File: config.mk
export PLATFORM = sky130hd
export DESIGN_NAME = alu_share_arbiter_flat
export DESIGN_NICKNAME = d
export VERILOG_FILES = /design/src/rtl/alu_share_arbiter_pkg.sv /design/src/rtl/alu_share_arbiter_if.sv /design/src/rtl/alu_share_arbiter_rr_arb2.sv /design/src/rtl/alu_share_arbiter.sv /design/src/flat_wrapper.sv
export SDC_FILE = /design/constraint.sdc
export NUM_CORES = 1
export LEC_CHECK = 0
export ABC_AREA = 1
export CORE_ASPECT_RATIO = 0.5
export CORE_UTILIZATION = 33
export DETAILED_ROUTE_END_ITERATION = 6
export HOLD_SLACK_MARGIN = 0.08
export PLACE_DENSITY = 0.81
export RECOVER_POWER = 25
export SYNTH_ARGS = -nofsm -noshare
export SYNTH_HDL_FRONTEND = slang
export SYNTH_SLANG_ARGS = --single-unit
File: constraint.sdc
create_clock -name clk_in -period 2.55 [get_ports clk_in]
set_input_delay 0.51 -clock clk_in [delete_from_list [all_inputs] [get_ports clk_in]]
set_output_delay 0.51 -clock clk_in [all_outputs]
set_load 0.01 [all_outputs]
File: src/rtl/alu_share_arbiter_pkg.sv
// Shared widths, types and ALU opcode encodings for the ALU share arbiter and its requesters.
package alu_share_arbiter_pkg;

    localparam int XLEN  = 32;
    localparam int OPC_W = 4;

    typedef logic [XLEN-1:0]  xlen_t;
    typedef logic [OPC_W-1:0] opc_t;

    typedef enum logic [OPC_W-1:0] {
        ALU_ADD  = 4'b0000,
        ALU_SLL  = 4'b0001,
        ALU_SLT  = 4'b0010,
        ALU_SLTU = 4'b0011,
        ALU_XOR  = 4'b0100,
        ALU_SRL  = 4'b0101,
        ALU_OR   = 4'b0110,
        ALU_AND  = 4'b0111,
        ALU_SUB  = 4'b1000,
        ALU_SRA  = 4'b1101
    } alu_opcode_e;

    // Index of the winner encoded in a one-hot two-way grant.
    function automatic logic grant_idx(input logic [1:0] grant);
        return grant[1];
    endfunction

endpackage

File: src/rtl/alu_share_arbiter_if.sv
// Bundle of request, response and shared-ALU signals between two requesters and the arbiter.
interface alu_share_if;
    import alu_share_arbiter_pkg::*;

    logic  req0_valid_in;
    logic  req0_ready_out;
    xlen_t req0_op_1_in;
    xlen_t req0_op_2_in;
    opc_t  req0_opcode_in;
    logic  req1_valid_in;
    logic  req1_ready_out;
    xlen_t req1_op_1_in;
    xlen_t req1_op_2_in;
    opc_t  req1_opcode_in;

    logic  rsp0_valid_out;
    logic  rsp0_ready_in;
    xlen_t rsp0_data_out;
    logic  rsp1_valid_out;
    logic  rsp1_ready_in;
    xlen_t rsp1_data_out;

    xlen_t alu_op_1_out;
    xlen_t alu_op_2_out;
    opc_t  alu_opcode_out;
    xlen_t alu_result_in;

    modport slave (
        input  req0_valid_in, req0_op_1_in, req0_op_2_in, req0_opcode_in,
        input  req1_valid_in, req1_op_1_in, req1_op_2_in, req1_opcode_in,
        output req0_ready_out, req1_ready_out,
        output rsp0_valid_out, rsp0_data_out, rsp1_valid_out, rsp1_data_out,
        input  rsp0_ready_in, rsp1_ready_in,
        output alu_op_1_out, alu_op_2_out, alu_opcode_out,
        input  alu_result_in
    );

    modport master (
        output req0_valid_in, req0_op_1_in, req0_op_2_in, req0_opcode_in,
        output req1_valid_in, req1_op_1_in, req1_op_2_in, req1_opcode_in,
        input  req0_ready_out, req1_ready_out,
        input  rsp0_valid_out, rsp0_data_out, rsp1_valid_out, rsp1_data_out,
        output rsp0_ready_in, rsp1_ready_in,
        input  alu_op_1_out, alu_op_2_out, alu_opcode_out,
        output alu_result_in
    );

endinterface

File: src/rtl/alu_share_arbiter_rr_arb2.sv
// Two-way arbiter: one-hot grant from eligibility, either fixed priority to req0 or
// round-robin against the previous winner.
module rr_arb2
    import alu_share_arbiter_pkg::*;
#(
    parameter bit FIXED_PRIO = 1'b0
) (
    input  logic [1:0] eligible_in,
    input  logic       last_grant_in,
    output logic [1:0] grant_out
);

    // Tie resolution: req0 under fixed priority, otherwise whoever did not win last.
    always_comb begin
        grant_out = 2'b00;
        case (eligible_in)
            2'b01:   grant_out = 2'b01;
            2'b10:   grant_out = 2'b10;
            2'b11: begin
                if (FIXED_PRIO) begin
                    grant_out = 2'b01;
                end else if (last_grant_in) begin
                    grant_out = 2'b01;
                end else begin
                    grant_out = 2'b10;
                end
            end
            default: grant_out = 2'b00;
        endcase
    end

endmodule

File: src/rtl/alu_share_arbiter.sv
// Shares one combinational ALU between two requesters; the result is captured into a
// per-requester one-entry response buffer one cycle after acceptance.
module alu_share_arbiter
    import alu_share_arbiter_pkg::*;
#(
    parameter bit FIXED_PRIO = 1'b0
) (
    input  logic        clk_in,
    input  logic        rst_in,
    alu_share_if.slave  bus
);

    logic [1:0] req_valid;
    logic [1:0] rsp_ready;
    logic [1:0] eligible;
    logic [1:0] grant;
    logic [1:0] rsp_valid_d;
    logic [1:0] rsp_valid_q;
    xlen_t      rsp_data_d [2];
    xlen_t      rsp_data_q [2];
    logic       last_grant_d;
    logic       last_grant_q;

    assign req_valid = {bus.req1_valid_in, bus.req0_valid_in};
    assign rsp_ready = {bus.rsp1_ready_in, bus.rsp0_ready_in};

    // A requester may win only if its buffer is empty or being drained this cycle.
    always_comb begin
        eligible = req_valid & (~rsp_valid_q | rsp_ready);
    end

    rr_arb2 #(.FIXED_PRIO(FIXED_PRIO)) u_arb (
        .eligible_in   (eligible),
        .last_grant_in (last_grant_q),
        .grant_out     (grant)
    );

    assign bus.req0_ready_out = grant[0] & ~rst_in;
    assign bus.req1_ready_out = grant[1] & ~rst_in;

    // Operand mux; zeros when idle so the ALU sees a harmless add of 0 + 0.
    always_comb begin
        bus.alu_op_1_out   = '0;
        bus.alu_op_2_out   = '0;
        bus.alu_opcode_out = '0;
        if (grant[0]) begin
            bus.alu_op_1_out   = bus.req0_op_1_in;
            bus.alu_op_2_out   = bus.req0_op_2_in;
            bus.alu_opcode_out = bus.req0_opcode_in;
        end else if (grant[1]) begin
            bus.alu_op_1_out   = bus.req1_op_1_in;
            bus.alu_op_2_out   = bus.req1_op_2_in;
            bus.alu_opcode_out = bus.req1_opcode_in;
        end else begin
            bus.alu_op_1_out   = '0;
            bus.alu_op_2_out   = '0;
            bus.alu_opcode_out = '0;
        end
    end

    // Response buffers: a fresh grant overrides a concurrent drain so back-to-back ops need no bubble.
    always_comb begin
        rsp_valid_d  = rsp_valid_q;
        last_grant_d = last_grant_q;
        for (int n = 0; n < 2; n++) begin
            rsp_data_d[n] = rsp_data_q[n];
            if (grant[n]) begin
                rsp_valid_d[n] = 1'b1;
                rsp_data_d[n]  = bus.alu_result_in;
            end else if (rsp_ready[n]) begin
                rsp_valid_d[n] = 1'b0;
            end else begin
                rsp_valid_d[n] = rsp_valid_q[n];
            end
        end
        if (|grant) begin
            last_grant_d = grant_idx(grant);
        end else begin
            last_grant_d = last_grant_q;
        end
    end

    // State registers; last_grant resets to req1 so req0 wins the first tie.
    always_ff @(posedge clk_in or posedge rst_in) begin
        if (rst_in) begin
            rsp_valid_q   <= 2'b00;
            rsp_data_q[0] <= '0;
            rsp_data_q[1] <= '0;
            last_grant_q  <= 1'b1;
        end else begin
            rsp_valid_q   <= rsp_valid_d;
            rsp_data_q[0] <= rsp_data_d[0];
            rsp_data_q[1] <= rsp_data_d[1];
            last_grant_q  <= last_grant_d;
        end
    end

    assign bus.rsp0_valid_out = rsp_valid_q[0];
    assign bus.rsp1_valid_out = rsp_valid_q[1];
    assign bus.rsp0_data_out  = rsp_data_q[0];
    assign bus.rsp1_data_out  = rsp_data_q[1];

endmodule
File: src/flat_wrapper.sv
// flat-port wrapper written by rule: the top's interface ports become plain ports
module alu_share_arbiter_flat import alu_share_arbiter_pkg::*;
#(
    parameter bit FIXED_PRIO = 1'b0
)
  (clk_in, rst_in, bus_req0_valid_in, bus_req0_op_1_in, bus_req0_op_2_in, bus_req0_opcode_in, bus_req1_valid_in, bus_req1_op_1_in, bus_req1_op_2_in, bus_req1_opcode_in, bus_req0_ready_out, bus_req1_ready_out, bus_rsp0_valid_out, bus_rsp0_data_out, bus_rsp1_valid_out, bus_rsp1_data_out, bus_rsp0_ready_in, bus_rsp1_ready_in, bus_alu_op_1_out, bus_alu_op_2_out, bus_alu_opcode_out, bus_alu_result_in);
  alu_share_if bus_i ();
  input  logic clk_in;
  input  logic rst_in;
  input wire logic [$bits(bus_i.req0_valid_in)-1:0] bus_req0_valid_in;
  input wire logic [$bits(bus_i.req0_op_1_in)-1:0] bus_req0_op_1_in;
  input wire logic [$bits(bus_i.req0_op_2_in)-1:0] bus_req0_op_2_in;
  input wire logic [$bits(bus_i.req0_opcode_in)-1:0] bus_req0_opcode_in;
  input wire logic [$bits(bus_i.req1_valid_in)-1:0] bus_req1_valid_in;
  input wire logic [$bits(bus_i.req1_op_1_in)-1:0] bus_req1_op_1_in;
  input wire logic [$bits(bus_i.req1_op_2_in)-1:0] bus_req1_op_2_in;
  input wire logic [$bits(bus_i.req1_opcode_in)-1:0] bus_req1_opcode_in;
  output wire logic [$bits(bus_i.req0_ready_out)-1:0] bus_req0_ready_out;
  output wire logic [$bits(bus_i.req1_ready_out)-1:0] bus_req1_ready_out;
  output wire logic [$bits(bus_i.rsp0_valid_out)-1:0] bus_rsp0_valid_out;
  output wire logic [$bits(bus_i.rsp0_data_out)-1:0] bus_rsp0_data_out;
  output wire logic [$bits(bus_i.rsp1_valid_out)-1:0] bus_rsp1_valid_out;
  output wire logic [$bits(bus_i.rsp1_data_out)-1:0] bus_rsp1_data_out;
  input wire logic [$bits(bus_i.rsp0_ready_in)-1:0] bus_rsp0_ready_in;
  input wire logic [$bits(bus_i.rsp1_ready_in)-1:0] bus_rsp1_ready_in;
  output wire logic [$bits(bus_i.alu_op_1_out)-1:0] bus_alu_op_1_out;
  output wire logic [$bits(bus_i.alu_op_2_out)-1:0] bus_alu_op_2_out;
  output wire logic [$bits(bus_i.alu_opcode_out)-1:0] bus_alu_opcode_out;
  input wire logic [$bits(bus_i.alu_result_in)-1:0] bus_alu_result_in;
  assign bus_i.req0_valid_in = bus_req0_valid_in;
  assign bus_i.req0_op_1_in = bus_req0_op_1_in;
  assign bus_i.req0_op_2_in = bus_req0_op_2_in;
  assign bus_i.req0_opcode_in = bus_req0_opcode_in;
  assign bus_i.req1_valid_in = bus_req1_valid_in;
  assign bus_i.req1_op_1_in = bus_req1_op_1_in;
  assign bus_i.req1_op_2_in = bus_req1_op_2_in;
  assign bus_i.req1_opcode_in = bus_req1_opcode_in;
  assign bus_req0_ready_out = bus_i.req0_ready_out;
  assign bus_req1_ready_out = bus_i.req1_ready_out;
  assign bus_rsp0_valid_out = bus_i.rsp0_valid_out;
  assign bus_rsp0_data_out = bus_i.rsp0_data_out;
  assign bus_rsp1_valid_out = bus_i.rsp1_valid_out;
  assign bus_rsp1_data_out = bus_i.rsp1_data_out;
  assign bus_i.rsp0_ready_in = bus_rsp0_ready_in;
  assign bus_i.rsp1_ready_in = bus_rsp1_ready_in;
  assign bus_alu_op_1_out = bus_i.alu_op_1_out;
  assign bus_alu_op_2_out = bus_i.alu_op_2_out;
  assign bus_alu_opcode_out = bus_i.alu_opcode_out;
  assign bus_i.alu_result_in = bus_alu_result_in;
  alu_share_arbiter #(.FIXED_PRIO(FIXED_PRIO)) u_core (.clk_in(clk_in), .rst_in(rst_in), .bus(bus_i));
endmodule
Yosys cells after proc, flatten, opt, wreduce, memory -nomap -nowiden
Cells that the tools add are included.

cells by class
  equality and inequality tests = 3
  mux-type cells = 12
  bitwise operators = 6
  reduce and logical (&&, ||, !) cells = 3

operators with widths
  kind                  number
  $mux W32              4
  $mux W4               2
  $pmux W2 S3           1
  $eq A2 B2 Y1 const B  2
  $mux W1               4
  $reduce_bool A2 Y1    2
  $and A1 B1 Y1         2
  $and A2 B2 Y2         1
  $eq A2 B1 Y1 const B  1
  $mux W2               1
  $not A2 Y2            1
  $or A2 B2 Y2          1
  $reduce_or A2 Y1      1
  $not A1 Y1            1

word-level totals
  register bits after elaboration = 67
  input port bits = 174
  logic and storage cells = 29

Depth between registers and ports, before layout
  word-level depth = 7
  gate-level depth with buffers = 7

Hierarchy
Synthesis repeated with hierarchy kept, for this count alone.

second synthesis, totals
  cell total of the unflattened synthesis = 521
  area, all modules = 3559.7 um^2

by module, submodules not included
  module             instances  cells an instance  area each (um^2)
  alu_share_arbiter  1          516                3538.4
  rr_arb2            1          5                  21.3

Worst setup path after synthesis
OpenSTA, ideal clock, no wires.

  path kind = input -> output
  from = input bus_rsp0_ready_in
  to = output bus_alu_op_1_out[0]
  arrival = 1.221 ns
  required time = 2.040 ns
  path slack = 0.819 ns
  stages = 7
  path buffers = 2
  cell sequence = inv_1 > nand2_1 > nand3_1 > buf_4 > buf_2 > nand3_1 > nand2_1

between the ends
  word-level cells in the longest chain between the ends = 6

ends and longest elaborated chain
  what                                                 RTL line                         source
  from (decl)                                          flat_wrapper.sv:24               input wire logic [$bits(bus_i.rsp0_ready_in)-1:0] bus_rsp0_ready_in;
  $or A2 B2 Y2 (*)                                     alu_share_arbiter.sv:29          eligible = req_valid & (~rsp_valid_q | rsp_ready);
  $and A2 B2 Y2 (*)                                    alu_share_arbiter.sv:29
  $eq A2 B2 Y1 / $eq A2 B1 Y1 (equally long branches)  alu_share_arbiter_rr_arb2.sv:16  case (eligible_in)
  $pmux W2 S3 (*)                                      alu_share_arbiter_rr_arb2.sv:16
  $mux W32                                             alu_share_arbiter.sv:50          end else if (grant[1]) begin
  $mux W32 (*)                                         alu_share_arbiter.sv:46          if (grant[0]) begin
  to (decl)                                            flat_wrapper.sv:26               output wire logic [$bits(bus_i.alu_op_1_out)-1:0] bus_alu_op_1_out;

Every way passes the cells marked *; elsewhere a longest branch is shown, timed or not.

Final worst setup path
  from = input bus_rsp1_ready_in
  to = output bus_alu_op_2_out[21]

between the ends
  word-level cells in the longest chain between the ends = 6

ends and longest elaborated chain
  what                                                 RTL line                         source
  from (decl)                                          flat_wrapper.sv:25               input wire logic [$bits(bus_i.rsp1_ready_in)-1:0] bus_rsp1_ready_in;
  $or A2 B2 Y2 (*)                                     alu_share_arbiter.sv:29
  $and A2 B2 Y2 (*)                                    alu_share_arbiter.sv:29
  $eq A2 B2 Y1 / $eq A2 B1 Y1 (equally long branches)  alu_share_arbiter_rr_arb2.sv:16
  $pmux W2 S3 (*)                                      alu_share_arbiter_rr_arb2.sv:16
  $mux W32                                             alu_share_arbiter.sv:50
  $mux W32 (*)                                         alu_share_arbiter.sv:46
  to (decl)                                            flat_wrapper.sv:27               output wire logic [$bits(bus_i.alu_op_2_out)-1:0] bus_alu_op_2_out;

Marks and branches as above.

==> reports/metrics.cfg <==
[routing]
drc = 0
vias = 5309
drtPass1Iterations = 7
ant_nets = 0
routed_via_density = 5.24
wirelength_um = 19500
wl_per_cell_um = 19.2
drtIter0Drc = 415

[die]
ios = 310
die_area_um2 = 11900
placementRows = 27
start_util = 0.342
fp.dieH_um = 77.8
core-area_um2 = 11100
die_w_um = 154

[synth]
yosysUniqueCellTypes = 12
yosys_warnings = 0
synth_area_um2 = 3790
synth.avg_cell_area_um2 = 7.15
post_synth_inst_count = 530
seq_area_frac_synth = 0.443
synth_nets = 704
synth_seq_cells = 67

[worst_hold_path]
hp-class = reg -> reg
min_from = u_core.bus.rsp1_data_out[26]
hold_depth = 2
hold_path_end = u_core.bus.rsp1_data_out[26]

[placed_design]
hpwlAfterDp_um = 13000
gp_congestion = 0.838
port_buffers = 309

[worst_setup_path]
cp_slowest_stage_delay_ps = 470
path_cells = clkdlybuf4s50_1 > inv_2 > a21boi_4 > buf_12 > buf_4 > buf_12 > nand3_1 > nand2_1 > buf_2
crit_top_cell = buf_12
path_class = in -> out
worstReg2RegEnd = u_core.bus.rsp0_data_out[11]
path_max_fanout = 11
endpoint_kind = primary output
arrival_ps = 2030
r2r_cells = 8
cp_num_buf_inv = 6
startpoint_type = primary input
cp_top_family = buffers and inverters
required_ps = 2040
slowest_stage = clkdlybuf4s50_1
timing.rr.start = u_core.rsp_valid_q[1]
regToRegSetupSlack_ps = 840

[power]
p_sw_uw = 1600
p_comb_frac = 0.450
pwr-share-seq = 0.300
vdd_drop_max_uv = 427
powerDensity_nw_per_um2 = 631
swShare = 0.331
p_int_uw = 3230
leakage_uw = 0.00383
power_uw = 4830
clkPwrFrac = 0.250

[global_route]
grt_usage = 0.324
grt_antenna_before_repair = 1
overflow = 0
grt_pass1_vias = 5226
grt_pass1_wl_um = 29400
grt_max_degree = 68

[flow_run]
maxCapViolCount = 1

[timing]
finalCriticalPeriod_ps = 2540
setup_viol = 0
setup_tns_ps = 0
timing.fmax_mhz = 394
relSlewSlack = -0.0974
timing.hold.ws_ps = 465
min_period_over_period = 0.995
worstMarginPinSlew_ps = 1650
hold_viol = 0
rsz0062_at_grt = yes
drv_slew = 68
fin_worst_skew_ps = 6.96

[cells_and_area]
syn_to_final_growth_pct = 102
fill_cells = 872
nNetsFinal = 1036
drive_gt1_frac = 0.165
final_util = 0.691

[clocking]
cts_tree = yes
clock_path_buffers = 2
cts-root-buf = clkbuf_16
clkSinkCount = 67
cts_made_buffers = 9
worstSkewPairLatency_ps = 330
path_clk_slew_ps = 50
htree_num_levels = 3

[status]
outcome = finished with violations
violations = capacitance limit, slew limit

[routing by layer]
metal / up-vias / global-route usage / wire, um
met4: 0 / 0.136 / 777
met3: 61 / 0.0955 / 2010
met2: 343 / 0.530 / 9150
li1: 2431 / - / -
met1: 2474 / 0.401 / 7530
met5: - / 0 / 0
[worst max path at each step]
stage / endpoint / cells after the start / startpoint / slack (ps)
after global routing: bus_alu_op_1_out[2] / 9 / bus_rsp0_ready_in / -10
after floorplan: u_core.bus.rsp0_data_out[0] / 1 / rst_in / 360
after CTS: bus_alu_op_2_out[20] / 9 / bus_req0_valid_in / -40
final: bus_alu_op_2_out[21] / 9 / bus_rsp1_ready_in / 10
after detailed placement: bus_alu_op_1_out[10] / 6 / bus_req1_valid_in / -260
after global placement: bus_alu_op_2_out[1] / 8 / bus_rsp0_ready_in / -250
[repair_timing]
action	in CTS	in global routing
pin swaps	1	5
cloned	7	0
setup endpoints to repair	70	50
gates resized for setup	188	60
buffers inserted	12	3
hold buffers	0	0
[placed cells by master (no fill, tap or decap), types with 6 or more instances in the layout]
cell and instances:
dfrtp_1 66, buf_2 28, clkdlybuf4s15_1 13, clkdlybuf4s50_1 237, nand2_1 198, clkbuf_2 21
dlygate4sd2_1 6, buf_4 40, nand3_1 194, clkbuf_16 9, buf_12 11, nand3_2 6
[synthesized netlist by cell type, drive strengths merged]
cell type,n,area share
a21boi,2,0.0059
o21ai,1,0.0013
inv,4,0.0040
nor2,2,0.0020
buf,50,0.077
dfstp,1,0.0069
nand3,202,0.27
dfrtp,66,0.44
nand2,202,0.20
[sequential cells by signal, indices dropped and copies added, names as in the netlist]
signal / count
u_core.bus.rsp0_data_out: 32
u_core.last_grant_q: 1
u_core.rsp_valid_q: 2
u_core.bus.rsp1_data_out: 32
[cell families after synthesis]
group | after synthesis | share of synthesized area
AO/OA/AOI/OAI | 3 | 0.00726
flip-flops | 67 | 0.443
AND/OR/NAND/NOR | 406 | 0.469
buffers and inverters | 54 | 0.0806
[per-stage QoR]
step	cells	cell area (um^2)	setup WS, ps
detailed placement	976	7240	-260
global placement	976	7240	-247
floorplan	530	3790	358
global route	1013	7660	-13.8
finish	1013	7660	13.4
CTS	1011	7760	-40.0
[worst min-delay path: stages, from the launching register on]
cell     delay, ps
dfrtp_1        330
nand2_1         50
nand2_1         50
[final cells by class]
| cell class | count | area, um^2 | area share |
|---|---|---|---|
| tap | 145 | 181 | 0.0237 |
| inverter | 4 | 15.0 | 0.00196 |
| clock buffer | 14 | 254 | 0.0332 |
| clock inverter | 2 | 35.0 | 0.00458 |
| antenna | 1 | 2.50 | 0.000327 |
| multi-input combinational | 409 | 1890 | 0.247 |
| timing repair buffer | 371 | 3600 | 0.470 |
| sequential | 67 | 1680 | 0.219 |
[power by group through the flow]
| stage | Combinational [uW] | Clock (uW) | Sequential (uW) |
|---|---|---|---|
| after floorplan | 680 | 0 | 1550 |
| after global placement | 2070 | 0 | 1440 |
| after detailed placement | 2100 | 0 | 1450 |
| after CTS | 2170 | 1220 | 1440 |
| after global routing | 2300 | 1270 | 1470 |
| final | 2180 | 1210 | 1450 |
Power figures use the tool's default switching activity.
